<file path="src/rtl/adc_sample_avg.sv">
// adc_sample_avg: sample-rate control and averaging stage behind the SAR ADC core.
// Paces conversion starts from a programmable divider, captures each result from
// the busy/valid handshake, and emits the truncated mean of 2^P_AVG_LOG2 results.
//
// Output handshake: o_data is transferred on every rising i_clk edge where
// o_valid and i_ready are both 1; while o_valid is 1 and i_ready is 0, o_data
// and o_valid hold their values unchanged.
module adc_sample_avg #(
    parameter int P_BIT_CNT  = 8,
    parameter int P_AVG_LOG2 = 2,
    parameter int P_DIV_W    = 16
) (
    input  logic                 i_clk,
    input  logic                 i_reset,
    input  logic                 i_en,
    input  logic [P_DIV_W-1:0]   i_div,
    output logic                 o_adc_start,
    input  logic                 i_adc_busy,
    input  logic [P_BIT_CNT-1:0] i_adc_res,
    input  logic                 i_adc_valid,
    output logic [P_BIT_CNT-1:0] o_data,
    output logic                 o_valid,
    input  logic                 i_ready,
    output logic                 o_overrun,
    input  logic                 i_clr_ovr
);

    localparam int ACC_W = P_BIT_CNT + P_AVG_LOG2;
    localparam int CNT_W = (P_AVG_LOG2 > 0) ? P_AVG_LOG2 : 1;
    // Count value held by the last sample of a block, before it is added.
    localparam logic [CNT_W-1:0] CNT_LAST = CNT_W'((1 << P_AVG_LOG2) - 1);

    typedef enum logic [2:0] {
        S_IDLE      = 3'd0,
        S_WAIT_TICK = 3'd1,
        S_WAIT_BUSY = 3'd2,
        S_WAIT_DONE = 3'd3,
        S_OUT       = 3'd4
    } state_t;

    state_t               state_q, state_d;
    logic [P_DIV_W-1:0]   div_q, div_d;
    logic [ACC_W-1:0]     acc_q, acc_d;
    logic [CNT_W-1:0]     cnt_q, cnt_d;
    logic                 start_q, start_d;
    logic                 valid_q, valid_d;
    logic [P_BIT_CNT-1:0] data_q, data_d;
    logic                 ovr_q, ovr_d;
    logic                 tick;
    logic [ACC_W-1:0]     sum;

    // Sample-rate divider; held at 0 while disabled or idle so the first tick
    // lands i_div+1 cycles after enable. ">=" keeps a period lowered on the fly
    // from running the counter all the way round.
    always_comb begin
        tick  = i_en && (state_q != S_IDLE) && (div_q >= i_div);
        div_d = div_q + 1'b1;
        if (!i_en || (state_q == S_IDLE) || tick) begin
            div_d = '0;
        end
    end

    // Control FSM: start, capture, accumulate and present the averaged sample.
    always_comb begin
        state_d = state_q;
        acc_d   = acc_q;
        cnt_d   = cnt_q;
        start_d = 1'b0;
        valid_d = valid_q;
        data_d  = data_q;
        sum     = acc_q + ACC_W'(i_adc_res);
        case (state_q)
            S_IDLE: begin
                if (i_en) state_d = S_WAIT_TICK;
            end
            S_WAIT_TICK: begin
                if (!i_en) begin
                    // Partial block from before the disable is discarded here.
                    acc_d   = '0;
                    cnt_d   = '0;
                    state_d = S_IDLE;
                end else if (tick) begin
                    start_d = 1'b1;
                    state_d = S_WAIT_BUSY;
                end
            end
            S_WAIT_BUSY: begin
                // A valid level left over from the previous result is ignored
                // until the core acknowledges the new start with busy.
                if (i_adc_busy) state_d = S_WAIT_DONE;
            end
            S_WAIT_DONE: begin
                if (i_adc_valid && !i_adc_busy) begin
                    if (cnt_q == CNT_LAST) begin
                        data_d  = P_BIT_CNT'(sum >> P_AVG_LOG2);
                        valid_d = 1'b1;
                        acc_d   = '0;
                        cnt_d   = '0;
                        state_d = S_OUT;
                    end else begin
                        acc_d   = sum;
                        cnt_d   = cnt_q + 1'b1;
                        state_d = S_WAIT_TICK;
                    end
                end
            end
            S_OUT: begin
                if (i_ready) begin
                    valid_d = 1'b0;
                    state_d = i_en ? S_WAIT_TICK : S_IDLE;
                end
            end
            default: state_d = S_IDLE;
        endcase
    end

    // Sticky overrun: a tick outside WAIT_TICK is lost; a new loss beats a clear.
    always_comb begin
        ovr_d = ovr_q;
        if (i_clr_ovr) ovr_d = 1'b0;
        if (tick && (state_q != S_WAIT_TICK)) ovr_d = 1'b1;
    end

    // State and datapath registers with synchronous reset.
    always_ff @(posedge i_clk) begin
        if (i_reset) begin
            state_q <= S_IDLE;
            div_q   <= '0;
            acc_q   <= '0;
            cnt_q   <= '0;
            start_q <= 1'b0;
            valid_q <= 1'b0;
            data_q  <= '0;
            ovr_q   <= 1'b0;
        end else begin
            state_q <= state_d;
            div_q   <= div_d;
            acc_q   <= acc_d;
            cnt_q   <= cnt_d;
            start_q <= start_d;
            valid_q <= valid_d;
            data_q  <= data_d;
            ovr_q   <= ovr_d;
        end
    end

    assign o_adc_start = start_q;
    assign o_valid     = valid_q;
    assign o_data      = data_q;
    assign o_overrun   = ovr_q;

endmodule

</file>
<file path="config.mk">
export PLATFORM = sky130hd
export DESIGN_NAME = adc_sample_avg
export DESIGN_NICKNAME = d
export VERILOG_FILES = /design/src/rtl/adc_sample_avg.sv
export SDC_FILE = /design/constraint.sdc
export NUM_CORES = 1
export LEC_CHECK = 0
export ABC_CLOCK_PERIOD_IN_PS = 5920
export BUFFER_PORTS_ARGS = -buffer_cell sky130_fd_sc_hd__buf_2
export CORE_AREA = 2 2 77 94
export DETAILED_ROUTE_END_ITERATION = 7
export DIE_AREA = 0 0 79 96
export REMOVE_ABC_BUFFERS = 1
export SKIP_CTS_REPAIR_TIMING = 1
export SYNTH_ARGS = -nofsm -noshare
export SYNTH_HDL_FRONTEND = slang
export SYNTH_SLANG_ARGS = --single-unit
</file>
<file path="constraint.sdc">
create_clock -name i_clk -period 5.92 [get_ports i_clk]
set_input_delay 1.184 -clock i_clk [delete_from_list [all_inputs] [get_ports i_clk]]
set_output_delay 1.184 -clock i_clk [all_outputs]
set_load 0.05 [all_outputs]
</file>
==> flow_summary.ini, run 1 <==
[outcome]
status = completed

[die]
die_x_um = 79
io_pins = 42
initial_utilization = 0.379
core_area_mm2 = 0.00669
num_rows = 33
die_area_mm2 = 0.00758
die_h_um = 96

[detailed_routing]
drtAntennaViolNets = 0
num_vias = 2251
remaining_drc_errors = 0
drt_pre_antenna_iters = 4
wl_per_cell_um = 12.5
viasPerCell = 5.22
routed_wl_um = 5370
drt_iter0_markers = 88

[sta]
clock_skew_ns = 0.00431
worst_pin_slew_ns = 0.737
slew_viol_final = 0
max-slew-margin-rel = 0.505
setup_tns_ns = 0
hold_viol_final = 0
rsz0062_at_grt = false
fmax_mhz = 343
setup-violations-final = 0
period_needed_ns = 2.91
finalCritPeriodShare = 0.492

[clock_network]
clkLatencyLatePin_ns = 0.29
cts-root-buf = clkbuf_8
cts_tree = built
cts_buffers = 5
cts_buffer_depth = 2
numClockSinks = 42
clk_pin_slew_worst_paths_ns = 0.07
cts_max_level = 2

[grt]
grt_pass1_vias = 2071
grt_overflow_total = 0
track_usage = 0.150
antenna_found_initial = 0
grt_pass1_wl_um = 9090
grt_max_degree = 25

[place]
placed_area_mm2 = 0.00282
place_congestion = 0.819
dp_hpwl_um = 4240
port_buffers = 41

[power]
comb_power_share = 0.101
clock_power_share = 0.338
seqPwrFrac = 0.560
p_int_mw = 0.386
power_mw = 0.510
p_sw_frac = 0.243
vdd_drop_max_mv = 0.0666
p_sw_mw = 0.124
power_density_mw_per_mm2 = 176
power.leakage_nw = 1.33

[setup_path]
worstSetupPathType = input port to flip-flop
cp.required_ns = 6.14
start_kind = input port
critPathCaptureType = flip-flop
arrival_ns = 3.13
worst_r2r_path_depth = 7
cp_max_fo = 4

[yosys]
yosysWarnings = 0
synthCells = 302
synth_most_common_cell = dfxtp_1
yosysTopAreaCell = dfxtp_1
yosys-top-cells-area = dfxtp_1, ha_1, nor2_1
synth_commonest_cells = dfxtp_1, nor2_1, ha_1
seq_area_frac_synth = 0.332
synth.top_cell.area_share = 0.332
syn_area_per_cell_um2 = 8.39
yosys_most_used_dff = dfxtp_1
async_flop_share = 0
synth_cell_type_count = 59
synth_edf_count = 0
ys_seq_elements = 42
syn-cell-area_mm2 = 0.00253

[final_layout]
fin_nets = 402
antennaDiodeCount = 0
drive_gt1_frac = 0.169
area_growth_pct = 14.3
stdcell_area_mm2 = 0.00290

[worst_hold_path]
min_path_cells = 2
hold_path.class = flip-flop to flip-flop

[flow_run]
drv_cap = 0
logic make-up (layout without fill, tap and decap cells):
| logic type | after synthesis | after routing | synth area share |
|---|---|---|---|
| AND/OR/NAND/NOR | 113 | 113 | 0.218 |
| AO/OA/AOI/OAI | 73 | 73 | 0.208 |
| flip-flops | 42 | 42 | 0.332 |
| buffers and inverters | 30 | 72 | 0.0464 |
| adder cells (fa/ha/maj) | 27 | 27 | 0.136 |
| XOR/XNOR | 16 | 16 | 0.0553 |
| multiplexers | 1 | 1 | 0.00445 |
sequential cells by signal, indices dropped and copies added, names as in the netlist:
register / count
o_adc_start: 1
acc_q: 10
o_valid: 1
o_data: 8
div_q: 16
state_q: 3
cnt_q: 2
o_overrun: 1
per-layer routing:
| metal | share of wire | global-route usage | vias up |
|---|---|---|---|
| met4 | 0.012 | 0.0474 | 0 |
| met3 | 0.041 | 0.0319 | 7 |
| met5 | 0 | 0 | - |
| met2 | 0.49 | 0.277 | 45 |
| met1 | 0.45 | 0.171 | 1032 |
| li1 | - | - | 1167 |
cell type report:
cell class | count | area [um^2]
fill | 696 | 3790
timing repair buffer | 41 | 205
inverter | 24 | 90.1
sequential | 42 | 841
tap | 87 | 109
clock buffer | 7 | 76.3
multi-input combinational | 230 | 1570
power groups by stage:
| stage | Combinational (mW) | Clock, mW | Sequential (mW) |
|---|---|---|---|
| finish | 0.0517 | 0.173 | 0.286 |
| CTS | 0.0525 | 0.180 | 0.286 |
| global placement | 0.0512 | 0 | 0.293 |
| detailed placement | 0.0522 | 0 | 0.293 |
| global route | 0.0590 | 0.188 | 0.286 |
| floorplan | 0.0313 | 0 | 0.292 |
path summary, 6_finish.rpt:
kind / startpoint / to / slack, ns
hold / removal: acc_q[6]$_SDFFE_PP0P_ / acc_q[6]$_SDFFE_PP0P_ / 0.46
setup / recovery: i_adc_res[0] / acc_q[8]$_SDFFE_PP0P_ / 3.01
hold reg to reg: acc_q[6]$_SDFFE_PP0P_ / acc_q[6]$_SDFFE_PP0P_ / 0.46
setup reg to reg: acc_q[0]$_SDFFE_PP0P_ / acc_q[8]$_SDFFE_PP0P_ / 3.70
stage by stage:
step / cells / hold slack, ns / util / setup WS (ns)
detailed placement: 424 / 0.452 / 0.421 / 2.69
finish: 431 / 0.464 / 0.433 / 3.01
global placement: 424 / 0.445 / 0.421 / 2.74
CTS: 431 / 0.462 / 0.433 / 2.99
global route: 431 / 0.468 / 0.433 / 2.87
floorplan: 296 / 0.430 / - / 2.92
worst max-delay path, stage by stage:
cell	delay, ns
buf_2	0.10
ha_1	0.23
fa_1	0.43
a211o_1	0.36
a2111oi_1	0.35
o21ba_2	0.21
nand3_1	0.08
a31oi_1	0.18
layout by cell type (no fill, tap or decap), types with 2 or more instances in the layout:
cell,n
a211oi_1,3
and3_1,5
xor2_1,9
a2111oi_1,2
or4_1,2
xnor2_1,7
a31oi_1,2
ha_1,26
a22oi_1,5
a211o_1,5
o21ai_0,6
inv_2,2
o211ai_1,2
or3_1,2
inv_1,22
nor3_1,4
o21ai_1,2
nand3_1,13
clkbuf_1,2
a21oi_1,20
a2111oi_0,2
nand2_1,25
dfxtp_1,42
clkbuf_8,5
o21a_1,3
nand2b_1,3
and2_1,3
buf_2,41
nor2b_1,3
nand4_1,7
a21o_1,3
nor2_1,39
(Power assumes the default switching activity.)
==> run 2, diff against run 1 <==
--- a/config.mk
+++ b/config.mk
@@ -5,7 +5,7 @@
 export SDC_FILE = /design/constraint.sdc
 export NUM_CORES = 1
 export LEC_CHECK = 0
-export ABC_CLOCK_PERIOD_IN_PS = 5920
+export ABC_CLOCK_PERIOD_IN_PS = 2510
 export BUFFER_PORTS_ARGS = -buffer_cell sky130_fd_sc_hd__buf_2
 export CORE_AREA = 2 2 77 94
 export DETAILED_ROUTE_END_ITERATION = 7
==> constraint.sdc (replaced) <==
create_clock -name i_clk -period 2.51 [get_ports i_clk]
set_input_delay 0.502 -clock i_clk [delete_from_list [all_inputs] [get_ports i_clk]]
set_output_delay 0.502 -clock i_clk [all_outputs]
set_load 0.05 [all_outputs]
==> run 2 against run 1 <==
Global-route usage increased by 0.22 points. Cell count increased by 1.9%. Design area is 4.1% higher. Clock-buffer cell count shrank 1. Critical path type unchanged. Clock power rose to 3.8 times the previous value. Die area is the same. Worst hold slack got worse by 0.046 ns.
==> flow_summary.ini, run 2 (synthesis gave the netlist of run 1 again) <==
[setup_path]
critPathCaptureType = flip-flop
worstSetupPathType = input port to flip-flop
arrival_ns = 2.38
timing.rr.end = acc_q[8]$_SDFFE_PP0P_
path_depth = 8
max_stage_delay_ns = 0.39
cp-endpoint = acc_q[8]$_SDFFE_PP0P_
cp_top_family = compound AO/OA/AOI/OAI gates
reg2reg_slack_ns = 0.36
worst_r2r_path_depth = 7
crit_buf_inv = 1
start_kind = input port
crit_slowest_cell = fa_1
cp_max_fo = 4
worstReg2RegStart = acc_q[0]$_SDFFE_PP0P_
cp.required_ns = 2.74
crit_chain = buf_2, ha_1, fa_1, a211o_1, a2111oi_1, o21ba_2, nand3_1, a31oi_1
startpoint = i_adc_res[0]

[grt]
track_usage = 0.152
grt_overflow_total = 0
grt_max_degree = 24
grt_pass1_vias = 2087
grt_pass1_wl_um = 9280
antenna_found_initial = 0

[place]
dp_hpwl_um = 4320
placed_area_mm2 = 0.00287
place_congestion = 0.813
port_buffers = 41
post-place-ws_ns = 0.0241

[power]
comb_power_share = 0.087
p_sw_mw = 0.311
power_density_mw_per_mm2 = 484
clock_power_share = 0.451
p_sw_frac = 0.213
power.leakage_nw = 1.39
vdd_drop_max_mv = 0.289
p_int_mw = 1.15
seqPwrFrac = 0.463
power_mw = 1.46

[final_layout]
fillers = 707
drive_gt1_frac = 0.193
largest_reg_flops = 16
stdcell_area_mm2 = 0.00301
top_register = div_q
fin_nets = 409
antennaDiodeCount = 0
layout_common_cells = dfxtp_1, buf_2, nor2_1
area_growth_pct = 19.0
final_common_cell = dfxtp_1

[die]
num_rows = 33
initial_utilization = 0.379
die_area_mm2 = 0.00758
die_h_um = 96
io_pins = 42
die_x_um = 79
core_area_mm2 = 0.00669

[sta]
setup_tns_ns = 0
slew_viol_final = 0
whs_ns = 0.418
finalCritPeriodShare = 0.858
clock_skew_ns = 0.00481
period_needed_ns = 2.15
hold_viol_final = 0
setup_ws_ns = 0.358
worst_pin_slew_ns = 0.503
setup-violations-final = 0
max-slew-margin-rel = 0.662
fmax_mhz = 465
rsz0062_at_grt = false

[clock_network]
clk_pin_slew_worst_paths_ns = 0.08
cts_buffers = 5
clkLatencyLatePin_ns = 0.29
cts-root-buf = clkbuf_8
cts_buffer_depth = 2
cts_tree = built
cts_max_level = 2
numClockSinks = 42

[detailed_routing]
drt_pre_antenna_iters = 4
drtAntennaViolNets = 0
viasPerCell = 5.11
remaining_drc_errors = 0
routed.top_layer = met4
wl_per_cell_um = 12.4
routed_wl_um = 5460
wl_met1_um = 2560
num_vias = 2243
drt_iter0_markers = 59
wl_met3_um = 182
dr_wl_met2_um = 2660

[worst_hold_path]
hold_path.class = input port to flip-flop
hold_start = i_ready
min_path_cells = 2

[outcome]
status = completed

[flow_run]
drv_cap = 0
## run 2: how the worst min path moves through the flow
stage | end | slack, ns
global placement | cnt_q[1]$_SDFFE_PP0P_ | 0.45
detailed placement | cnt_q[1]$_SDFFE_PP0P_ | 0.45
global route | o_valid$_SDFFE_PP0P_ | 0.42
CTS | o_valid$_SDFFE_PP0P_ | 0.41
floorplan | cnt_q[1]$_SDFFE_PP0P_ | 0.43
finish | o_valid$_SDFFE_PP0P_ | 0.42
## run 2: layout make-up
cell class / count / area (um^2) / area share
clock buffers: 6 / 82.6 / 0.0274
clock inverters: 2 / 60.1 / 0.0199
inverters: 24 / 90.1 / 0.0299
multi-input cells: 230 / 1570 / 0.522
flip-flops and latches: 42 / 841 / 0.279
well taps: 87 / 109 / 0.0361
repair buffers: 48 / 258 / 0.0855
## run 2: per-layer routing
| metal | vias up | GRT usage |
|---|---|---|
| li1 | 1178 | - |
| met1 | 1023 | 0.183 |
| met2 | 36 | 0.270 |
| met3 | 6 | 0.0347 |
| met4 | 0 | 0.0431 |
| met5 | - | 0 |
## run 2: worst reg2reg max path, cell delays in order (launching register included)
cell,delay (ns)
dfxtp_1,0.32
ha_1,0.22
fa_1,0.39
a211o_1,0.35
a2111oi_1,0.37
o21ba_2,0.21
nand3_1,0.08
a31oi_1,0.16
## run 2: per-stage QoR
stage | instances | utilization
finish | 439 | 0.451
global route | 439 | 0.451
CTS | 439 | 0.451
detailed placement | 431 | 0.429
global placement | 431 | 0.429
floorplan | 296 | -
## run 2: power by group through the flow
stage               clock network [mW]  logic, mW  registers [mW]
finish                           0.657      0.127           0.674
global route                     0.702      0.145           0.675
CTS                              0.676      0.128           0.674
detailed placement                   0      0.127           0.690
global placement                     0      0.125           0.690
floorplan                            0     0.0739           0.689
==> run 3, diff against run 2 <==
--- a/config.mk
+++ b/config.mk
@@ -7,9 +7,9 @@
 export LEC_CHECK = 0
 export ABC_CLOCK_PERIOD_IN_PS = 2510
 export BUFFER_PORTS_ARGS = -buffer_cell sky130_fd_sc_hd__buf_2
-export CORE_AREA = 2 2 77 94
+export CORE_AREA = 2 2 84 86
 export DETAILED_ROUTE_END_ITERATION = 7
-export DIE_AREA = 0 0 79 96
+export DIE_AREA = 0 0 86 88
 export REMOVE_ABC_BUFFERS = 1
 export SKIP_CTS_REPAIR_TIMING = 1
 export SYNTH_ARGS = -nofsm -noshare
==> run 3 against run 2 <==
First-iteration DRC count is 12% lower. Design area is 1.6% lower. Die area is 0.21% lower. Setup slack worse by 0.0073 ns. Flip-flop and latch count stayed put. Non-clock buffer count is 1 lower. Sequential power hardly changed. Critical path depth is 1 lower. Via count is 1.1% lower. Clock power is 23% lower. Critical path type is now flip-flop to flip-flop. Highest routed layer unchanged.
==> flow_summary.ini, run 3 (synthesis gave the netlist of run 1 again) <==
[outcome]
status = completed

[clock_network]
cts_max_level = 2
cts_buffers = 5
cts_tree = built
cts_buffer_depth = 2
clk_pin_slew_worst_paths_ns = 0.08
clkLatencyLatePin_ns = 0.29
numClockSinks = 42
cts-root-buf = clkbuf_8

[worst_hold_path]
min_path_cells = 2
whs_endpoint = o_valid$_SDFFE_PP0P_
hold_start = i_ready
hold_path.class = input port to flip-flop

[final_layout]
largest_reg_flops = 16
stdcell_area_mm2 = 0.00297
top_register = div_q
fin_nets = 408
area_growth_pct = 17.1
fillers = 664
antennaDiodeCount = 0
fin_cells = 431
final_common_cell = dfxtp_1
layout_common_cells = dfxtp_1, buf_2, nor2_1
drive_gt1_frac = 0.191

[power]
comb_power_share = 0.096
seqPwrFrac = 0.515
p_sw_frac = 0.237
clock_power_share = 0.389
power.leakage_nw = 1.38
vdd_drop_max_mv = 0.232
power_density_mw_per_mm2 = 442
power_mw = 1.31
p_sw_mw = 0.310
p_int_mw = 1.00

[setup_path]
crit_slowest_cell = fa_1
cp_max_fo = 3
crit_buf_inv = 0
crit_chain = ha_1, fa_1, a211o_1, a2111o_1, o311a_1, or2_0, a21oi_1
reg2reg_slack_ns = 0.35
cp.required_ns = 2.74
arrival_ns = 2.39
worst_r2r_path_depth = 7
critPathCaptureType = flip-flop
start_kind = flip-flop
worstSetupPathType = flip-flop to flip-flop
worstReg2RegStart = acc_q[0]$_SDFFE_PP0P_
max_stage_delay_ns = 0.39
timing.rr.end = acc_q[6]$_SDFFE_PP0P_
cp_top_family = compound AO/OA/AOI/OAI gates

[flow_run]
drv_cap = 0

[sta]
rsz0062_at_grt = false
clock_skew_ns = 0.00264
max-slew-margin-rel = 0.660
hold_viol_final = 0
setup-violations-final = 0
slew_viol_final = 0
finalCritPeriodShare = 0.860
worst_pin_slew_ns = 0.506
period_needed_ns = 2.16
fmax_mhz = 463
setup_tns_ns = 0

[grt]
grt_max_degree = 24
track_usage = 0.155
grt_overflow_total = 0
grt_pass1_vias = 2103
antenna_found_initial = 0
grt_pass1_wl_um = 9310

[detailed_routing]
remaining_drc_errors = 0
num_vias = 2219
drtAntennaViolNets = 0
drt_iter0_markers = 52
viasPerCell = 5.15
routed_wl_um = 5450
drt_pre_antenna_iters = 4
wl_per_cell_um = 12.7

[place]
port_buffers = 41
place_congestion = 0.758
dp_hpwl_um = 4210
placed_area_mm2 = 0.00286
dpl.cell_count = 423

[die]
die_h_um = 88
die_area_mm2 = 0.00757
io_pins = 42
initial_utilization = 0.381
die_x_um = 86
core_area_mm2 = 0.00664
num_rows = 30
## run 3: per-layer routing
layer,global-route usage,vias to the layer above,share of wire
met2,0.257,38,0.46
li1,-,1172,-
met5,0,-,0
met4,0.0404,0,0.011
met1,0.193,1003,0.49
met3,0.0537,6,0.040
## run 3: area by class of cell
cell class | instances | area (um^2) | share of cell area
inverters | 24 | 90.1 | 0.0304
multi-input cells | 230 | 1570 | 0.531
well taps | 80 | 100 | 0.0338
flip-flops and latches | 42 | 841 | 0.284
repair buffers | 47 | 250 | 0.0844
clock buffers | 8 | 110 | 0.0371
## run 3: worst max path at each step
stage	slack, ns	from	depth (start not counted)	to
global route	0.20	acc_q[0]$_SDFFE_PP0P_	7	acc_q[8]$_SDFFE_PP0P_
detailed placement	0.05	i_adc_res[0]	8	acc_q[6]$_SDFFE_PP0P_
global placement	0.07	i_adc_res[0]	8	acc_q[6]$_SDFFE_PP0P_
CTS	0.34	acc_q[0]$_SDFFE_PP0P_	7	acc_q[6]$_SDFFE_PP0P_
finish	0.35	acc_q[0]$_SDFFE_PP0P_	7	acc_q[6]$_SDFFE_PP0P_
floorplan	0.19	i_adc_res[0]	7	acc_q[6]$_SDFFE_PP0P_
## run 3: metrics by stage
step	util	hold slack, ns	worst slack [ns]
6_report	0.446	0.417	0.350
5_1_grt	0.446	0.399	0.199
4_1_cts	0.446	0.401	0.342
3_5_place_dp	0.430	0.453	0.0465
3_3_place_gp	0.430	0.444	0.0723
2_1_floorplan	-	0.430	0.195
## run 3: power groups by stage
| stage | registers, mW | logic (mW) | clock network, mW |
|---|---|---|---|
| final | 0.674 | 0.126 | 0.509 |
| after global routing | 0.676 | 0.142 | 0.564 |
| after CTS | 0.674 | 0.127 | 0.528 |
| after detailed placement | 0.690 | 0.126 | 0 |
| after global placement | 0.690 | 0.125 | 0 |
| after floorplan | 0.689 | 0.0739 | 0 |
